[config.mk]
export PLATFORM = sky130hd
export DESIGN_NAME = dma_engineer_rd
export DESIGN_NICKNAME = d
export VERILOG_FILES = /design/src/rtl/dma_pkg.sv /design/src/rtl/dma_rd_issue.sv /design/src/rtl/dma_engineer_rd.sv
export SDC_FILE = /design/constraint.sdc
export NUM_CORES = 1
export LEC_CHECK = 0
export ABC_AREA = 0
export ABC_CLOCK_PERIOD_IN_PS = 3700
export BUFFER_PORTS_ARGS = -buffer_cell sky130_fd_sc_hd__clkbuf_2
export CORE_AREA = 3 3 430 432
export DETAILED_ROUTE_END_ITERATION = 16
export DIE_AREA = 0 0 433 435
export SLEW_MARGIN = 30
export SYNTH_ARGS = -nofsm -noshare
export SYNTH_HDL_FRONTEND = slang
export SYNTH_SLANG_ARGS = --single-unit
[constraint.sdc]
create_clock -name clk -period 3.7 [get_ports clk]
set_clock_uncertainty 0.2 [all_clocks]
set_input_delay 0.37 -clock clk [delete_from_list [all_inputs] [get_ports clk]]
set_output_delay 0.37 -clock clk [all_outputs]
set_load 0.02 [all_outputs]
[src/rtl/dma_pkg.sv]
// rtl/dma_pkg.sv - shared dma_engineer constants and FSM state encoding
//
// Purpose: widths and state encoding shared by the layer controllers and
//          the dma_engineer read responder.
// Contents: DMA_ADDR_W, DMA_DATA_W, dma_state_e (ST_IDLE, ST_ACK, ST_RUN).
package dma_pkg;

  localparam int DMA_ADDR_W = 27;
  localparam int DMA_DATA_W = 512;

  typedef enum logic [1:0] {
    ST_IDLE = 2'd0,
    ST_ACK  = 2'd1,
    ST_RUN  = 2'd2
  } dma_state_e;

endpackage

[src/rtl/dma_rd_issue.sv]
// rtl/dma_rd_issue.sv - beat issue counter and outstanding-read credit limiter
//
// Purpose: generates beat-granular memory read requests for one command,
//          limiting reads accepted but not yet returned to MAX_OUTSTANDING.
// Ports:
//   clk, rst     clock and synchronous active-high reset
//   clear        restart counters for a new command
//   run          command is in its transfer phase
//   base_addr    first beat address of the command
//   len          beat count of the command
//   ret          a read beat is being returned this cycle
//   mem_rd_rdy   memory accepts the request this cycle
//   mem_rd_req   read request valid
//   mem_rd_addr  beat address of the request
import dma_pkg::*;

module dma_rd_issue #(
  parameter int ADDR_W          = DMA_ADDR_W,
  parameter int MAX_OUTSTANDING = 8
) (
  input  logic              clk,
  input  logic              rst,
  input  logic              clear,
  input  logic              run,
  input  logic [ADDR_W-1:0] base_addr,
  input  logic [ADDR_W-1:0] len,
  input  logic              ret,
  input  logic              mem_rd_rdy,
  output logic              mem_rd_req,
  output logic [ADDR_W-1:0] mem_rd_addr
);

  localparam int OUT_W = $clog2(MAX_OUTSTANDING) + 1;

  logic [ADDR_W-1:0] issued_q, issued_d;
  logic [OUT_W-1:0]  out_q, out_d;
  logic              accept;

  always_comb begin
    // Request depends only on registered state, so an unaccepted request
    // and its address stay stable until the memory takes it.
    mem_rd_req  = run && (issued_q < len) && (out_q < OUT_W'(MAX_OUTSTANDING));
    mem_rd_addr = base_addr + issued_q;
    accept      = mem_rd_req && mem_rd_rdy;
    issued_d    = issued_q;
    out_d       = out_q;
    if (clear) begin
      issued_d = '0;
      out_d    = '0;
    end else begin
      if (accept) begin
        issued_d = issued_q + ADDR_W'(1);
      end
      // Accept and return in the same cycle cancel out.
      if (accept && !ret) begin
        out_d = out_q + OUT_W'(1);
      end else if (!accept && ret) begin
        out_d = out_q - OUT_W'(1);
      end
    end
  end

  always_ff @(posedge clk) begin
    if (rst) begin
      issued_q <= '0;
      out_q    <= '0;
    end else begin
      issued_q <= issued_d;
      out_q    <= out_d;
    end
  end

endmodule

[src/rtl/dma_engineer_rd.sv]
// rtl/dma_engineer_rd.sv - dma_engineer read responder between a layer and memory
//
// Purpose: accepts one read command per req/ack handshake, issues beat reads
//          to the memory read port and streams the returned beats in order.
// Ports:
//   clk, rst                 clock and synchronous active-high reset
//   dma_engineer_req         level command request, held until ack
//   dma_engineer_ack         one-cycle command-captured pulse
//   dma_engineer_start_addr  first beat address
//   dma_engineer_length      beat count
//   dma_engineer_dout        returned beat, holds when dout_en is low
//   dma_engineer_dout_en     beat valid (no backpressure)
//   dma_engineer_dout_eop    marks the last beat of the command
//   mem_rd_req/addr/rdy      memory read request channel
//   mem_rd_valid/data        in-order memory read data
//   busy                     high from ack through the eop cycle
import dma_pkg::*;

module dma_engineer_rd #(
  parameter int          ADDR_W          = DMA_ADDR_W,
  parameter int          DATA_W          = DMA_DATA_W,
  parameter int          MAX_OUTSTANDING = 8,
  parameter int unsigned BASE_ADDR       = 0
) (
  input  logic              clk,
  input  logic              rst,
  input  logic              dma_engineer_req,
  output logic              dma_engineer_ack,
  input  logic [ADDR_W-1:0] dma_engineer_start_addr,
  input  logic [ADDR_W-1:0] dma_engineer_length,
  output logic [DATA_W-1:0] dma_engineer_dout,
  output logic              dma_engineer_dout_en,
  output logic              dma_engineer_dout_eop,
  output logic              mem_rd_req,
  output logic [ADDR_W-1:0] mem_rd_addr,
  input  logic              mem_rd_rdy,
  input  logic              mem_rd_valid,
  input  logic [DATA_W-1:0] mem_rd_data,
  output logic              busy
);

  dma_state_e        state_q, state_d;
  logic [ADDR_W-1:0] addr_q, addr_d;
  logic [ADDR_W-1:0] len_q, len_d;
  logic [ADDR_W-1:0] recv_q, recv_d;
  logic [DATA_W-1:0] dout_q, dout_d;
  logic              dout_en_q, dout_en_d;
  logic              eop_q, eop_d;
  logic              clear, run, ret;

  always_comb begin
    state_d          = state_q;
    addr_d           = addr_q;
    len_d            = len_q;
    recv_d           = recv_q;
    dout_d           = dout_q;
    dout_en_d        = 1'b0;
    eop_d            = 1'b0;
    dma_engineer_ack = 1'b0;
    clear            = 1'b0;
    run              = 1'b0;
    ret              = 1'b0;
    case (state_q)
      ST_IDLE: begin
        // The eop cycle still counts as busy; req is looked at only once it
        // has passed, which puts a new ack two cycles after the eop.
        if (dma_engineer_req && !eop_q) begin
          addr_d  = dma_engineer_start_addr + ADDR_W'(BASE_ADDR);
          len_d   = dma_engineer_length;
          state_d = ST_ACK;
        end
      end
      ST_ACK: begin
        dma_engineer_ack = 1'b1;
        clear            = 1'b1;
        recv_d           = '0;
        state_d          = (len_q == '0) ? ST_IDLE : ST_RUN;
      end
      ST_RUN: begin
        run = 1'b1;
        if (mem_rd_valid) begin
          ret       = 1'b1;
          dout_d    = mem_rd_data;
          dout_en_d = 1'b1;
          recv_d    = recv_q + ADDR_W'(1);
          if (recv_q == len_q - ADDR_W'(1)) begin
            eop_d   = 1'b1;
            state_d = ST_IDLE;
          end
        end
      end
      default: state_d = ST_IDLE;
    endcase
  end

  always_ff @(posedge clk) begin
    if (rst) begin
      state_q   <= ST_IDLE;
      addr_q    <= '0;
      len_q     <= '0;
      recv_q    <= '0;
      dout_q    <= '0;
      dout_en_q <= 1'b0;
      eop_q     <= 1'b0;
    end else begin
      state_q   <= state_d;
      addr_q    <= addr_d;
      len_q     <= len_d;
      recv_q    <= recv_d;
      dout_q    <= dout_d;
      dout_en_q <= dout_en_d;
      eop_q     <= eop_d;
    end
  end

  assign dma_engineer_dout     = dout_q;
  assign dma_engineer_dout_en  = dout_en_q;
  assign dma_engineer_dout_eop = eop_q;
  assign busy                  = (state_q != ST_IDLE) || eop_q;

  dma_rd_issue #(
    .ADDR_W          (ADDR_W),
    .MAX_OUTSTANDING (MAX_OUTSTANDING)
  ) u_issue (
    .clk         (clk),
    .rst         (rst),
    .clear       (clear),
    .run         (run),
    .base_addr   (addr_q),
    .len         (len_q),
    .ret         (ret),
    .mem_rd_rdy  (mem_rd_rdy),
    .mem_rd_req  (mem_rd_req),
    .mem_rd_addr (mem_rd_addr)
  );

endmodule

# Word-level counts from Yosys, hierarchy flattened
# Index checks and enable logic that the tools add are counted.
dict set report word_totals {
  reg_bits 628
  elab_cells 60
}
dict set report op_classes {
  add_sub_neg 6
  magnitude_cmp 2
  n_eq_ne 6
  muxes 14
  bitwise_logic 2
  n_reduce_logical 21
}
# cell n
set op_table {}
lappend op_table {{$add 27x1->27 const B} 2}
lappend op_table {{$pmux 27 s2} 1}
lappend op_table {{$add 27x27->27} 1}
lappend op_table {{$eq 27x27->1} 1}
lappend op_table {{$logic_not 27->1} 1}
lappend op_table {{$lt 27x27->1} 1}
lappend op_table {{$mux 27} 1}
lappend op_table {{$sub 27x1->27 const B} 1}
lappend op_table {{$mux 2} 4}
lappend op_table {{$mux 4} 2}
lappend op_table {{$logic_and 1x1->1} 6}
lappend op_table {{$ne 2x2->1 const B} 3}
lappend op_table {{$pmux 2 s3} 1}
lappend op_table {{$reduce_and 2->1} 3}
lappend op_table {{$reduce_bool 2->1} 3}
lappend op_table {{$mux 1} 5}
lappend op_table {{$add 4x1->4 const B} 1}
lappend op_table {{$lt 4x4->1 const B} 1}
lappend op_table {{$sub 4x1->4 const B} 1}
lappend op_table {{$logic_not 1->1} 3}
lappend op_table {{$reduce_and 3->1} 1}
lappend op_table {{$reduce_or 3->1} 1}
lappend op_table {{$eq 2x1->1 const B} 1}
lappend op_table {{$eq 2x2->1 const B} 1}
lappend op_table {{4 further kinds} 5}

# Longest topological paths before layout
dict set report logic_depth {
  depth_word 9
  depth_mapped 20
  ltp_nobuf 17
}

# Hierarchy
# Synthesis repeated with hierarchy kept, for this count alone.
dict set report hier_totals {
  hier_cells 3228
  hier_area_um2 25041.5
}
# module n_inst cells_per_inst area_each_um2 seq_area_each_um2
set by_module_without_submodules {}
lappend by_module_without_submodules {dma_engineer_rd 1 2770 21546.9 11951.5}
lappend by_module_without_submodules {dma_rd_issue 1 458 3494.6 620.6}

# Worst setup path after synthesis
# No wires, ideal clock.
dict set report synth_timing {
  path_kind {register -> register}
  from {reg len_q[24]}
  to {reg u_issue.out_q[3]}
  t_arrival_ns 3.789
  required_ns 3.430
  path_slack_ns -0.360
  path_stages_with_launch 20
  n_path_buf 2
  synth_period_minus_slack_ns 4.060
  path_cell_list {dfxtp_1 > inv_1 > ha_1 > a21o_1 > a21o_1 > a2111oi_4 > nand3_2 > a211oi_4 > nor2_2 > buf_6 > clkbuf_1 > inv_1 > ha_1 > inv_1 > ha_1 > a21o_1 > a21oi_1 > xnor2_1 > or3_1 > a21oi_1}
}
dict set report synth_via {
  elab_chain_cells 7
  word_cells_on_any_way 9
}
# item line_no
set synth_rtl {}
lappend synth_rtl {{from (decl)} dma_engineer_rd.sv:44} ;# logic [ADDR_W-1:0] len_q, len_d;
lappend synth_rtl {{from (signal assigned)} dma_engineer_rd.sv:108} ;# len_q <= len_d;
lappend synth_rtl {{$lt 27x27->1 *} dma_rd_issue.sv:42} ;# mem_rd_req = run && (issued_q < len) && (out_q < OUT_W'(MAX_OUTSTANDING));
lappend synth_rtl {{$logic_and 1x1->1 * (2 in series)} dma_rd_issue.sv:42}
lappend synth_rtl {{$logic_and 1x1->1 *} dma_rd_issue.sv:44} ;# accept = mem_rd_req && mem_rd_rdy;
lappend synth_rtl {{named net u_issue.accept} dma_rd_issue.sv:37} ;# logic accept;
lappend synth_rtl {{$logic_not 1->1} dma_rd_issue.sv:57} ;# end else if (!accept && ret) begin
lappend synth_rtl {{$logic_and 1x1->1} dma_rd_issue.sv:57}
lappend synth_rtl {{$reduce_bool 2->1 (no source line)} --}
lappend synth_rtl {{to (signal assigned)} dma_rd_issue.sv:69} ;# out_q <= out_d;
lappend synth_rtl {{to (decl)} dma_rd_issue.sv:36} ;# logic [OUT_W-1:0] out_q, out_d;
# The timed path passes the listed nets; every way through them passes the cells marked *.
# A chain may end at the register's enable or synchronous reset.

# Final worst setup path
dict set report layout_timing {
  from {reg u_issue.issued_q[0]}
  to {out mem_rd_addr[24]}
}
dict set report layout_via {
  elab_chain_cells 1
}
# item line_no
set layout_rtl {}
lappend layout_rtl {{from (decl)} dma_rd_issue.sv:35} ;# logic [ADDR_W-1:0] issued_q, issued_d;
lappend layout_rtl {{from (signal assigned)} dma_rd_issue.sv:68} ;# issued_q <= issued_d;
lappend layout_rtl {{$add 27x27->27} dma_rd_issue.sv:43} ;# mem_rd_addr = base_addr + issued_q;
lappend layout_rtl {{to (decl)} dma_engineer_rd.sv:35} ;# output logic [ADDR_W-1:0] mem_rd_addr,
# Every way passes these cells.

==> metrics.yaml <==
power_and_ir_drop:
  p_seq_share_pct: 38.3
  powerDensity_mw_per_mm2: 430
  p_leak_nw: 17.9
  combPwrFrac_pct: 14.9
  power.switching_mw: 5.34
  p_int_mw: 13.2
  vdd_drop_max_mv: 0.318
  total_power_mw: 18.5
  sw_frac_of_total_pct: 28.8
  power_frac_clock_pct: 46.8
synth:
  synth_area_leaders: "dfxtp_1 (50%), nand2_1 (18%), a21oi_1 (13%), clkbuf_1 (3.1%), ha_1 (2.9%)"
  async_flop_share_pct: 0
  syn_area_per_cell_sq_um: 7.75
  yosys_warnings: 0
  synth_common_cells: "nand2_1 (1193), a21oi_1 (631), dfxtp_1 (628)"
  synth-seq-area-share_pct: 50.3
  synth-edff-count: 0
  ys_ff_latch: 628
  yosysMostFrequentCell: "nand2_1"
  synth-main-ff-cell: "dfxtp_1"
  yosysTopAreaCell: "dfxtp_1"
  syn-num-nets: 3858
  synthCells: 3227
  synth_top_area_share_pct: 50.3
  synth.distinct_cells: 64
  netlist_area_sq_mm: 0.0250
run:
  cap_violations: 0
status:
  failed_checks: "setup timing"
  status: "complete, but fails checks"
placement:
  pre_cts_slack_ns: -0.162
  place_inst: 6605
  port_buffers: 1114
  dp_hpwl_mm: 156
  place_area_sq_mm: 0.0337
  place_congestion: 0.995
setup_path:
  r2r_setup_slack_ns: 0.23
  cp.required_ns: 3.13
  path_buf_inv: 4
  setup.worst_path.end: "mem_rd_addr[24]"
  r2r-start: "len_q[23]"
  r2r_end: "u_issue.out_q[3]"
  reg2reg_depth: 18
  crit_fanout: 2
  crit_type: "register to primary output"
  end_kind: "primary output"
  worst-path-stages: 14
  worstPathArrival_ns: 3.52
  crit_family: "compound AO/OA/AOI/OAI gates"
  slowest_stage: "or4_4"
  slowest_delay_ns: 0.40
  start_kind: "register"
  crit_chain: "ha_4 -> inv_2 -> fa_2 -> nand2b_4 -> a21oi_4 -> o211ai_1 -> o21ai_2 -> o41ai_4 -> buf_4 -> o21ai_4 -> buf_6 -> or4_4 -> nand4_1 -> clkbuf_8"
  setup.worst_path.start: "u_issue.issued_q[0]"
drt:
  drt-wirelength-per-cell_um: 25.7
  firstDrtPassIters: 6
  ant_nets: 0
  via_per_inst: 4.08
  dr.first_iter.drc_count: 2086
  drc_errors: 0
  wl_mm: 189
  vias: 30100
layout:
  utilization_pct: 23.9
  regArea_sq_mm: 0.0126
  syn_to_final_growth_pct: 72.6
  drive_above_1_share_pct: 29.3
  final_area_sq_mm: 0.0432
  stdcell_count: 7370
  multi_input_area_sq_mm: 0.0119
  fillers: 20000
  fin_nets: 5546
sta:
  max_freq_mhz: 244
  grt_setup_unrepaired: "true"
  worst_slew_margin_rel_pct: 42.4
  worst_slack_ns: -0.391
  worstMarginPinSlew_ns: 0.858
  drv_slew: 0
  fin_crit_sh_pct: 111
  hold_viol: 0
  setup_viol: 8
  min_period_ns: 4.09
floorplanning:
  io_pins: 1115
  dieHeight_um: 435
  core_sq_mm: 0.181
  dieArea_sq_mm: 0.188
  die_x_um: 433
  row_count: 156
  initial_core_util_pct: 13.8
hold_path:
  min_from: "mem_rd_valid"
  hp-class: "input pin to register"
clock_tree:
  cts_sinks: 628
  htreeDepth: 3
  cts.path.max_buffers: 3
  insertion_delay_ns: 0.73
  cts_tree: "done"
  clk_pin_slew_ns: 0.06
  cts_buffers: 83
  cts_root_buf: "clkbuf_16"
global_route:
  grt_max_degree: 205
  grt.overflow.total: 0
  grt_pass1_vias: 29800
  grt_pass1_wl_mm: 252
  antenna_found_initial: 43
  grt_util_all_layers_pct: 19.3
## per-stage QoR
stage | setup TNS, ns | hold slack, ns
after detailed placement | -0.407 | 0.246
after floorplan | -0.0762 | 0.241
final | -1.63 | 0.0877
after CTS | -3.19 | 0.0365
after global placement | -0.615 | 0.242
after global routing | -3.06 | 0.0891
## placed cells by master (no fill, tap or decap), drive strengths merged, types with 38 or more instances in the layout
cell type	n
ha	58
dfxtp	628
clkbuf	1219
inv	56
nand2	1193
nor2	79
xor2	38
buf	129
a21oi	631
dlygate4sd3	581
## area by class of cell
cell class,count,area share [%]
antenna,19,0.110
multi-input combinational,2339,27.6
sequential,628,29.2
clock buffer,117,5.52
clock inverter,34,1.17
timing repair buffer,1812,29.1
tap,2370,6.87
inverter,51,0.461
## worst min-delay path by stage
stage / end / depth (start not counted)
final: state_q[1] / 4
after global placement: dma_engineer_dout[216] / 2
after global routing: state_q[0] / 4
after detailed placement: dma_engineer_dout[430] / 2
after CTS: state_q[0] / 4
after floorplan: addr_q[0] / 2
## kinds of logic after synthesis
kind of cell               Yosys count  synth area share [%]
xor gates and xnor gates            75                  2.63
AOI/OAI and AO/OA                  749                  16.0
and+or+nand+nor                   1443                  23.5
buffers and inverters              260                  3.97
adders and majority gates           60                  3.06
muxes                               12                 0.520
DFF                                628                  50.3
## power groups by stage
stage               sequential [mW]  clock [mW]  combinational [mW]
floorplan                      7.41           0               0.820
global placement               7.24           0                2.19
detailed placement             7.24           0                2.19
CTS                            7.10        8.93                2.77
global route                   7.13        9.14                2.95
finish                         7.11        8.68                2.76
## state kept, by name (all words and copies together), names as in the netlist
register,cells
addr_q,27
dma_engineer_dout,512
dma_engineer_dout_en,1
dma_engineer_dout_eop,1
len_q,27
recv_q,27
state_q,2
u_issue.issued_q,27
u_issue.out_q,4
## per-layer routing
metal | share of wire, % | global-route usage [%]
met2 | 52 | 35.8
met5 | 0.053 | 0
met1 | 39 | 22.2
met4 | 3.0 | 5.46
met3 | 5.8 | 3.89
## worst register-to-register path, delay by kind of cell (launching register included)
| kind | cells | cell delay, ns |
|---|---|---|
| fa+ha+maj | 3 | 0.56 |
| simple gates | 3 | 0.51 |
| flops | 1 | 0.32 |
| xor+xnor | 1 | 0.09 |
| buf+inv | 4 | 0.36 |
| compound gates | 7 | 1.33 |
## timing repair
action	CTS	global route
hold endpoints to repair	576	0
setup endpoints to repair	17	15
pin swaps	19	31
gates resized for setup	78	53
setup buffers	8	7
hold buffers	581	0
Power figures use the tool's default switching activity.
